--- src/rtl/tdc_pkg.sv ---
// rtl/tdc_pkg.sv - shared constants, helpers and token type for the TDC thermometer decoder
package tdc_pkg;

    localparam int GROUP_W = 8;

    // Token fields are sized for the widest supported configuration; the
    // decoder narrows them to COARSE_W / FINE_W at its outputs.
    localparam int TOK_COARSE_W = 32;
    localparam int TOK_FINE_W   = 16;

    function automatic int clog2(input int v);
        int r;
        for (r = 0; (1 << r) < v; r++) begin
        end
        return r;
    endfunction

    function automatic int ngrp(input int nff);
        return (nff + GROUP_W - 1) / GROUP_W;
    endfunction

    // Width of one group count: values 0..GROUP_W.
    localparam int GCNT_W = clog2(GROUP_W + 1);

    typedef struct packed {
        logic                    valid;
        logic [TOK_COARSE_W-1:0] coarse;
        logic [TOK_FINE_W-1:0]   fine;
        logic                    full;
    } tdc_tok_t;

endpackage

--- src/rtl/tdc_popcnt_group.sv ---
// rtl/tdc_popcnt_group.sv - combinational ones-count of one GROUP_W-bit slice
//
// Ports:
//   bits   in  GROUP_W  slice of the (zero-padded) thermometer word
//   count  out GCNT_W   number of ones in bits
module tdc_popcnt_group
    import tdc_pkg::*;
(
    input  logic [GROUP_W-1:0] bits,
    output logic [GCNT_W-1:0]  count
);

    always_comb begin
        count = '0;
        for (int i = 0; i < GROUP_W; i++) begin
            count = count + GCNT_W'(bits[i]);
        end
    end

endmodule

--- src/rtl/tdc_thermo_decoder.sv ---
// rtl/tdc_thermo_decoder.sv - hit detection, pipelined ones-count and timestamp output register
//
// Ports:
//   clk, rst_n          clock, synchronous active-low reset
//   therm_in  [NFF]     registered thermometer sample from the delay line
//   arm                 1 = new hits launch into the pipeline
//   ovf_clr             clears the sticky ovf flag (a same-cycle drop wins)
//   ts_ready            downstream accepts the held timestamp
//   ts_valid            timestamp held in the output register
//   ts_coarse [COARSE_W] free-running count at the edge that sampled the hit
//   ts_fine   [FINE_W]  ones-count of the hit sample
//   ts_full             fine == NFF
//   ovf                 sticky: at least one result dropped
//
// Build option: TDC_DEC_BUBBLE_FILTER_EN adds a registered 3-tap majority
// filter ahead of the popcount stage (latency 5 instead of 4).
module tdc_thermo_decoder
    import tdc_pkg::*;
#(
    parameter int NFF      = 200,
    parameter int COARSE_W = 24,
    parameter int FINE_W   = 8
) (
    input  logic                clk,
    input  logic                rst_n,
    input  logic [NFF-1:0]      therm_in,
    input  logic                arm,
    input  logic                ovf_clr,
    input  logic                ts_ready,
    output logic                ts_valid,
    output logic [COARSE_W-1:0] ts_coarse,
    output logic [FINE_W-1:0]   ts_fine,
    output logic                ts_full,
    output logic                ovf
);

    localparam int NGRP  = ngrp(NFF);
    localparam int PAD_W = NGRP * GROUP_W;
    localparam logic [COARSE_W-1:0] CNT_ONE = COARSE_W'(1);

    if ((2 ** FINE_W) <= NFF) begin : g_bad_fine_w
        $error("FINE_W cannot represent a count of NFF");
    end
    if (COARSE_W > TOK_COARSE_W || FINE_W > TOK_FINE_W) begin : g_bad_tok_w
        $error("COARSE_W/FINE_W exceed token field width");
    end

    // S0: sample register, coarse counter and edge detect on tap 0
    logic [COARSE_W-1:0] cnt;
    logic [NFF-1:0]      samp;
    logic [COARSE_W-1:0] samp_coarse;
    logic                samp_vld;
    logic                prev0;
    logic                hit;

    always_ff @(posedge clk) begin
        if (!rst_n) begin
            cnt         <= '0;
            samp        <= '0;
            samp_coarse <= '0;
            samp_vld    <= 1'b0;
            prev0       <= 1'b1;
        end else begin
            cnt         <= cnt + CNT_ONE;
            samp        <= therm_in;
            samp_coarse <= cnt;
            samp_vld    <= 1'b1;
            // prev0 keeps its reset value of 1 until samp holds a real
            // sample, so a line already high at reset release is no hit.
            if (samp_vld) begin
                prev0 <= samp[0];
            end
        end
    end

    assign hit = arm & samp[0] & ~prev0;

    // Input to the popcount stage, optionally through the bubble filter
    logic                s1_in_vld;
    logic [NFF-1:0]      s1_in_word;
    logic [COARSE_W-1:0] s1_in_coarse;

`ifdef TDC_DEC_BUBBLE_FILTER_EN
    logic [NFF+1:0]      ext;
    logic [NFF-1:0]      filt;
    logic                f_vld;
    logic [NFF-1:0]      f_word;
    logic [COARSE_W-1:0] f_coarse;

    // ext[i+1] = samp[i]; the line is assumed full below tap 0 and empty
    // above the last tap.
    assign ext = {1'b0, samp, 1'b1};

    always_comb begin
        filt = '0;
        for (int i = 0; i < NFF; i++) begin
            filt[i] = (ext[i] & ext[i+1]) | (ext[i] & ext[i+2]) | (ext[i+1] & ext[i+2]);
        end
    end

    always_ff @(posedge clk) begin
        if (!rst_n) begin
            f_vld    <= 1'b0;
            f_word   <= '0;
            f_coarse <= '0;
        end else begin
            f_vld    <= hit;
            f_word   <= filt;
            f_coarse <= samp_coarse;
        end
    end

    assign s1_in_vld    = f_vld;
    assign s1_in_word   = f_word;
    assign s1_in_coarse = f_coarse;
`else
    assign s1_in_vld    = hit;
    assign s1_in_word   = samp;
    assign s1_in_coarse = samp_coarse;
`endif

    // S1: per-group popcount, registered
    logic [PAD_W-1:0]               s1_in_pad;
    logic [NGRP-1:0][GCNT_W-1:0]    grp_cnt;
    logic [NGRP-1:0][GCNT_W-1:0]    s1_cnt;
    logic                           s1_vld;
    logic [COARSE_W-1:0]            s1_coarse;

    assign s1_in_pad = PAD_W'(s1_in_word);

    for (genvar g = 0; g < NGRP; g++) begin : g_grp
        tdc_popcnt_group u_popcnt (
            .bits  (s1_in_pad[g*GROUP_W +: GROUP_W]),
            .count (grp_cnt[g])
        );
    end

    always_ff @(posedge clk) begin
        if (!rst_n) begin
            s1_vld    <= 1'b0;
            s1_cnt    <= '0;
            s1_coarse <= '0;
        end else begin
            s1_vld    <= s1_in_vld;
            s1_cnt    <= grp_cnt;
            s1_coarse <= s1_in_coarse;
        end
    end

    // S2: sum of group counts
    logic [FINE_W-1:0] fine_sum;
    tdc_tok_t          s2_tok;

    always_comb begin
        fine_sum = '0;
        for (int g = 0; g < NGRP; g++) begin
            fine_sum = fine_sum + FINE_W'(s1_cnt[g]);
        end
    end

    always_ff @(posedge clk) begin
        if (!rst_n) begin
            s2_tok <= '0;
        end else begin
            s2_tok.valid  <= s1_vld;
            s2_tok.coarse <= TOK_COARSE_W'(s1_coarse);
            s2_tok.fine   <= TOK_FINE_W'(fine_sum);
            s2_tok.full   <= (fine_sum == FINE_W'(NFF));
        end
    end

    // Output register: one entry, refilled in the same cycle it drains
    tdc_tok_t out_tok;
    logic     load;
    logic     drop;

    assign load = s2_tok.valid & (~out_tok.valid | ts_ready);
    assign drop = s2_tok.valid & ~load;

    always_ff @(posedge clk) begin
        if (!rst_n) begin
            out_tok <= '0;
            ovf     <= 1'b0;
        end else begin
            if (load) begin
                out_tok <= s2_tok;
            end else if (ts_ready) begin
                out_tok.valid <= 1'b0;
            end
            if (drop) begin
                ovf <= 1'b1;
            end else if (ovf_clr) begin
                ovf <= 1'b0;
            end
        end
    end

    assign ts_valid  = out_tok.valid;
    assign ts_coarse = out_tok.coarse[COARSE_W-1:0];
    assign ts_fine   = out_tok.fine[FINE_W-1:0];
    assign ts_full   = out_tok.full;

    // Upper token bits beyond the configured widths are always zero.
    logic tok_unused;
    assign tok_unused = ^{out_tok.coarse, out_tok.fine};

endmodule

--- config.mk ---
export PLATFORM = sky130hd
export DESIGN_NAME = tdc_thermo_decoder
export DESIGN_NICKNAME = d
export VERILOG_FILES = /design/src/rtl/tdc_pkg.sv /design/src/rtl/tdc_popcnt_group.sv /design/src/rtl/tdc_thermo_decoder.sv
export SDC_FILE = /design/constraint.sdc
export NUM_CORES = 1
export LEC_CHECK = 0
export BUFFER_PORTS_ARGS = -buffer_cell sky130_fd_sc_hd__buf_2
export CELL_PAD_IN_SITES_DETAIL_PLACEMENT = 0
export CELL_PAD_IN_SITES_GLOBAL_PLACEMENT = 1
export CORE_MARGIN = 3
export CORE_UTILIZATION = 49
export DETAILED_ROUTE_END_ITERATION = 8
export GPL_TIMING_DRIVEN = 0
export PLACE_DENSITY_LB_ADDON = 0.08
export SETUP_SLACK_MARGIN = 0.15
export SYNTH_ARGS = -nofsm -noshare
export SYNTH_HDL_FRONTEND = slang
export SYNTH_SLANG_ARGS = --single-unit
export TNS_END_PERCENT = 50
--- constraint.sdc ---
create_clock -name clk -period 11.5 [get_ports clk]
set_clock_uncertainty 0.05 [all_clocks]
set_input_delay 2.3 -clock clk [delete_from_list [all_inputs] [get_ports clk]]
set_output_delay 2.3 -clock clk [all_outputs]
set_load 0.005 [all_outputs]
==> results of run 1 <==
==> cell type report <==
cell class	instances	area, um2
Timing Repair Buffer	239	1200
Clock buffer	66	1390
Buffer	58	229
Inverter	393	1480
Tap cell	518	648
Fill cell	3400	16000
Multi-Input combinational cell	966	8910
Sequential cell	444	8890
Clock inverter	21	258
==> flip-flops by register name (all words and copies together) (netlist names) <==
signal / count
s1_cnt: 100
ts_full: 1
ts_fine: 8
cnt: 24
ts_coarse: 24
s1_coarse: 24
prev0: 1
s1_vld: 1
s1_in_pad: 200
ts_valid: 1
s2_tok: 34
samp_vld: 1
s1_in_coarse: 24
ovf: 1
==> power by group <==
part	switching, mW	internal [mW]	leakage, nW
Clock	0.609	0.958	0.820
Sequential	0.0391	1.67	3.65
Combinational	1.71	1.40	6.39
==> layout by cell type (no fill, tap or decap), types with 2 or more instances in the layout <==
master	synthesis	routed
a211oi_1	3	3
clkbuf_8	0	12
nor3_1	12	12
nand2_1	100	100
nor4_1	4	4
bufinv_16	0	5
mux2_2	9	9
o21ai_0	3	3
fa_1	195	195
buf_2	0	239
nor2_1	108	108
inv_1	392	392
a21o_1	2	2
xor2_1	33	33
nor2b_1	3	3
nand3_1	7	7
and2_1	300	300
clkinv_2	0	11
clkbuf_16	0	48
dfxtp_1	444	444
xnor2_1	9	9
buf_1	5	5
and4_1	3	3
a21oi_1	62	62
clkbuf_1	51	57
ha_1	95	95
==> metal layers <==
layer / part of all wire, % / global-route usage [%] / vias up / wire [um]
li1: - / - / 6016 / -
met1: 46 / 22.7 / 5432 / 16000
met2: 47 / 28.4 / 221 / 16500
met3: 5.0 / 3.02 / 54 / 1760
met4: 2.1 / 5.05 / 0 / 732
met5: 0 / 0 / - / 0
==> path summary, 6_finish.rpt <==
| path | from | end | cells after the start |
|---|---|---|---|
| setup / recovery | s1_cnt[2] | s2_tok[0] | 17 |
| hold / removal | s1_in_coarse[4] | s1_coarse[4] | 1 |
| setup reg to reg | s1_cnt[2] | s2_tok[0] | 17 |
| hold reg to reg | s1_in_coarse[4] | s1_coarse[4] | 1 |
==> through the flow <==
step	setup WS (ps)	area, um2	utilization [%]	power, mW	hold slack (ps)
finish	5760	23000	58.9	6.38	376
global route	5440	23000	58.9	7.08	391
CTS	5700	23000	58.9	6.49	380
detailed placement	5730	21300	54.7	4.90	367
global placement	5690	21300	54.7	4.88	367
floorplan	5990	19500	-	4.25	362
==> cell families after synthesis <==
logic type	share of synthesized area, %
multiplexers	0.571
buffers and inverters	8.74
AND/OR/NAND/NOR	15.1
XOR/XNOR	1.89
flip-flops	45.6
AO/OA/AOI/OAI	2.02
adder cells (fa/ha/maj)	26.1
==> results.toml, run 1 <==
[routing]
route.vias.total = 11700
routedWlPerCell_um = 12.9
routed_via_density = 4.33
ant_nets = 0
route.detailed.drc = 0
drt_iter0_drc = 348
firstDrtPassIters = 4
drt_wl_total_um = 34900

[logic_synthesis]
ys_warn_count = 0
synth_top_area_share_pct = 45.6
synthArstFlopShare_pct = 0
synth_area_leaders = "dfxtp_1, fa_1, and2_1"
synth_seq_cells = 444
synth_area_per_cell_um2 = 10.5
syn_inst = 1861
synth_edf_count = 0
yosysMostFrequentCell = "dfxtp_1"
seq_area_frac_synth_pct = 45.6
syn-cell-area_um2 = 19500
yosysTopAreaCell = "dfxtp_1"
synthTopCellsByCount = "dfxtp_1, inv_1, and2_1"
synth_fp_nets = 2356
yosysUniqueCellTypes = 42
synth_ff_type = "dfxtp_1"

[setup_path]
path_common_cell = "fa_1"
ff2ff_setup_slack_ps = 5760
end_kind = "register"
critical_path_arrival_ps = 6160
cpMaxStageDelayCell = "fa_1"
crit_required_ps = 11920
critPathMaxStageDelay_ps = 550
worst-setup-path-type = "register to register"
worst-path-buf-inv = 4
crit_family = "adder cells"
path_cells = "inv_1, fa_1, inv_1, fa_1, fa_1, fa_1, fa_1, fa_1, inv_1, fa_1, inv_1, ha_1, fa_1, a21o_1, a21oi_1, xnor2_1, nor4b_1"
worstPathMaxFanout = 3
crit_path_start_kind = "register"

[sta]
fmax_mhz = 174
period_minus_slack_ps = 5740
hold_viol = 0
slew_headroom_pct = 42.9
final-max-slew-violation-count = 0
setup_tns_ps = 0
rsz0062_at_grt = "no"
timing.final.crit_share_pct = 49.9
report.final.setup_viol = 0
worstMarginPinSlew_ps = 856

[floorplanning]
num_rows = 72
pin_count = 240
dieArea_um2 = 42200
initial_core_util_pct = 50.0
die-height_um = 205
die_w_um = 205
core_um2 = 39000

[final_layout]
n_antenna_cell = 0
drive_above_1_share_pct = 15.4
area_growth_pct = 17.9
final_cells = 2705
nets = 2644

[clocking]
cts_hold_buf = 0
root_buffer = "clkbuf_16"
cts_tree = "done"
post_cts_buffers = 0
clock-sinks = 444
numCtsBuffers = 47
htree_levels = 2
cts_buffer_depth = 3
clk_pin_slew_ps = 60
cts_resized = 0
worst_skew_pair.late_latency_ps = 570

[placement]
io_buffer_count = 239
place.gp.congestion = 0.763
dp.cells = 2618
place.detailed.hpwl_um = 27400

[pwr]
ir_drop_v = 0.000685
leakagePower_nw = 10.9
power_density_nw_per_um2 = 277

[global_routing]
grt_pass1_wl_um = 56800
grt_max_degree = 15
grt-ovfl-total = 0
grt_pass1_vias = 11900
grt_usage_pct = 17.0
antenna_found_initial = 0

[outcome]
status = "finished clean"

[run]
max_cap_viol_count = 0

[min_path]
hp-class = "register to register"
No activity file was read; power rests on OpenSTA's default activity.
==> inputs of run 2 (changes only) <==
--- a/config.mk
+++ b/config.mk
@@ -9,7 +9,7 @@
 export CELL_PAD_IN_SITES_DETAIL_PLACEMENT = 0
 export CELL_PAD_IN_SITES_GLOBAL_PLACEMENT = 1
 export CORE_MARGIN = 3
-export CORE_UTILIZATION = 49
+export CORE_UTILIZATION = 46
 export DETAILED_ROUTE_END_ITERATION = 8
 export GPL_TIMING_DRIVEN = 0
 export PLACE_DENSITY_LB_ADDON = 0.08
==> constraint.sdc (replaced) <==
create_clock -name clk -period 5.9 [get_ports clk]
set_clock_uncertainty 0.05 [all_clocks]
set_input_delay 1.18 -clock clk [delete_from_list [all_inputs] [get_ports clk]]
set_output_delay 1.18 -clock clk [all_outputs]
set_load 0.005 [all_outputs]
==> results.toml, run 2 (synthesis gave the netlist of run 1 again) <==
[setup_path]
path_common_cell = "fa_1"
crit_family = "adder cells"
worst-path-buf-inv = 4
worstPathMaxFanout = 3
critical_path_arrival_ps = 6000
ff2ff_setup_slack_ps = 330
rr_worst_depth = 17
path_cells = "inv_1, fa_1, inv_1, fa_2, fa_1, fa_1, inv_1, fa_1, fa_1, fa_1, inv_2, ha_4, fa_2, and2_1, and3b_1, o21ai_2, nor4b_2"
cpMaxStageDelayCell = "fa_2"
end_kind = "register"
crit_path_start_kind = "register"
r2r_start = "s1_cnt[13]"
crit_required_ps = 6330
cp.depth = 17
critPathMaxStageDelay_ps = 600
cp-startpoint = "s1_cnt[13]"
r2r_end = "s2_tok[0]"
endpoint = "s2_tok[0]"
worst-setup-path-type = "register to register"

[floorplanning]
dieArea_um2 = 44900
core_um2 = 41400
die_w_um = 212
pin_count = 240
initial_core_util_pct = 47.1
die-height_um = 212
num_rows = 74

[routing]
drt_iter0_drc = 381
route.detailed.drc = 0
route.vias.total = 11700
ant_nets = 0
routed_via_density = 4.31
drt_wl_total_um = 35500
firstDrtPassIters = 4
routedWlPerCell_um = 13.1

[clocking]
clk_pin_slew_ps = 60
cts_tree = "done"
clock-sinks = 444
numCtsBuffers = 47
post_cts_buffers = 0
root_buffer = "clkbuf_16"
htree_levels = 2
cts_buffer_depth = 3
worst_skew_pair.late_latency_ps = 560
cts_hold_buf = 0

[global_routing]
grtUsageMet1_pct = 21.7
grt_max_degree = 13
grtUsageMet2_pct = 27.6
grt_pass1_wl_um = 58700
antenna_found_initial = 0
grt-ovfl-total = 0
grt_pass1_vias = 12200
grt_usage_pct = 16.4
met3_usage_pct = 2.82
top_usage_layer = "met2"

[final_layout]
largest_register_ffs = 200
drive_above_1_share_pct = 15.5
area_growth_pct = 17.5
nets = 2644
final_cell_mix = "dfxtp_1, inv_1, and2_1"
n_antenna_cell = 0
layout_commonest_cell = "dfxtp_1"

[placement]
dp_slack_ps = 58.2
place.gp.congestion = 0.775
io_buffer_count = 239
place.detailed.hpwl_um = 28200

[sta]
setup_tns_ps = 0
finalWorstSetupSlack_ps = 326
timing.final.crit_share_pct = 94.5
rsz0062_at_grt = "no"
report.final.setup_viol = 0
period_minus_slack_ps = 5570
worstMarginPinSlew_ps = 898
fmax_mhz = 179
hold_viol = 0
slew_headroom_pct = 40.1
final-max-slew-violation-count = 0

[pwr]
ir_drop_v = 0.00146
power_density_nw_per_um2 = 568
power.total_mw = 13.0
leakagePower_nw = 10.8

[outcome]
status = "finished clean"

[min_path]
hp-class = "register to register"
worstHoldStart = "s1_coarse[16]"

[run]
max_cap_viol_count = 0
run 2: changes by cell type in the layout (fill, tap and decap cells not counted), moves of 2 or more:
cell	delta
a211oi_1	-3
clkinv_2	-7
fa_2	+4
inv_2	+4
fa_1	-4
a211oi_2	+3
inv_1	-4
bufinv_16	-3
clkbuf_1	+7
inv_6	+2
run 2: per-layer routing:
metal,share of wire (%),vias up,wire (um)
met5,0,-,0
met4,2.2,0,772
met3,4.2,51,1480
met2,48,200,16900
met1,46,5440,16300
li1,-,6012,-
run 2: per-stage QoR:
stage / hold slack [ps] / util (%) / instance area, um2 / cells
6_report: 376 / 55.3 / 22900 / 2713
5_1_grt: 391 / 55.3 / 22900 / 2713
4_1_cts: 377 / 55.2 / 22900 / 2713
3_5_place_dp: 368 / 51.6 / 21400 / 2632
3_3_place_gp: 367 / 51.6 / 21400 / 2632
2_1_floorplan: 362 / - / 19500 / 1861
run 2: area by class of cell:
cell class | instances | area [um2]
fill | 3777 | 18500
multi-input combinational | 966 | 8960
sequential | 444 | 8890
inverter | 393 | 1480
clock buffer | 71 | 1380
timing repair buffer | 239 | 1200
tap | 532 | 666
buffer | 58 | 229
clock inverter | 10 | 114
run 2: how the worst min path moves through the flow:
stage | end | slack (ps) | cells past startpoint
2_1_floorplan | s1_coarse[0] | 360 | 1
6_report | s2_tok[33] | 380 | 1
5_1_grt | s2_tok[29] | 390 | 1
3_5_place_dp | s1_coarse[10] | 370 | 1
3_3_place_gp | s2_tok[49] | 370 | 1
4_1_cts | s2_tok[33] | 380 | 1
run 2: what timing repair did:
action                     in CTS  in global routing
setup endpoints to repair       1                  3
pin swaps                       2                 20
gates resized for setup         1                 17
hold endpoints to repair        0                  0
run 2: worst register-to-register path, stage by stage, from the launching register on:
cell	delay [ps]
dfxtp_1	310
inv_1	50
fa_1	550
inv_1	60
fa_2	600
fa_1	450
fa_1	560
inv_1	50
fa_1	460
fa_1	460
fa_1	530
inv_2	50
ha_4	170
fa_2	520
and2_1	120
and3b_1	170
o21ai_2	60
nor4b_2	260
run 2: where the power goes:
group	internal, mW	leakage, nW	total, mW	switching, mW
Sequential	3.25	3.65	3.32	0.0761
Clock	1.69	0.731	2.83	1.14
Combinational	3.13	6.39	6.86	3.73
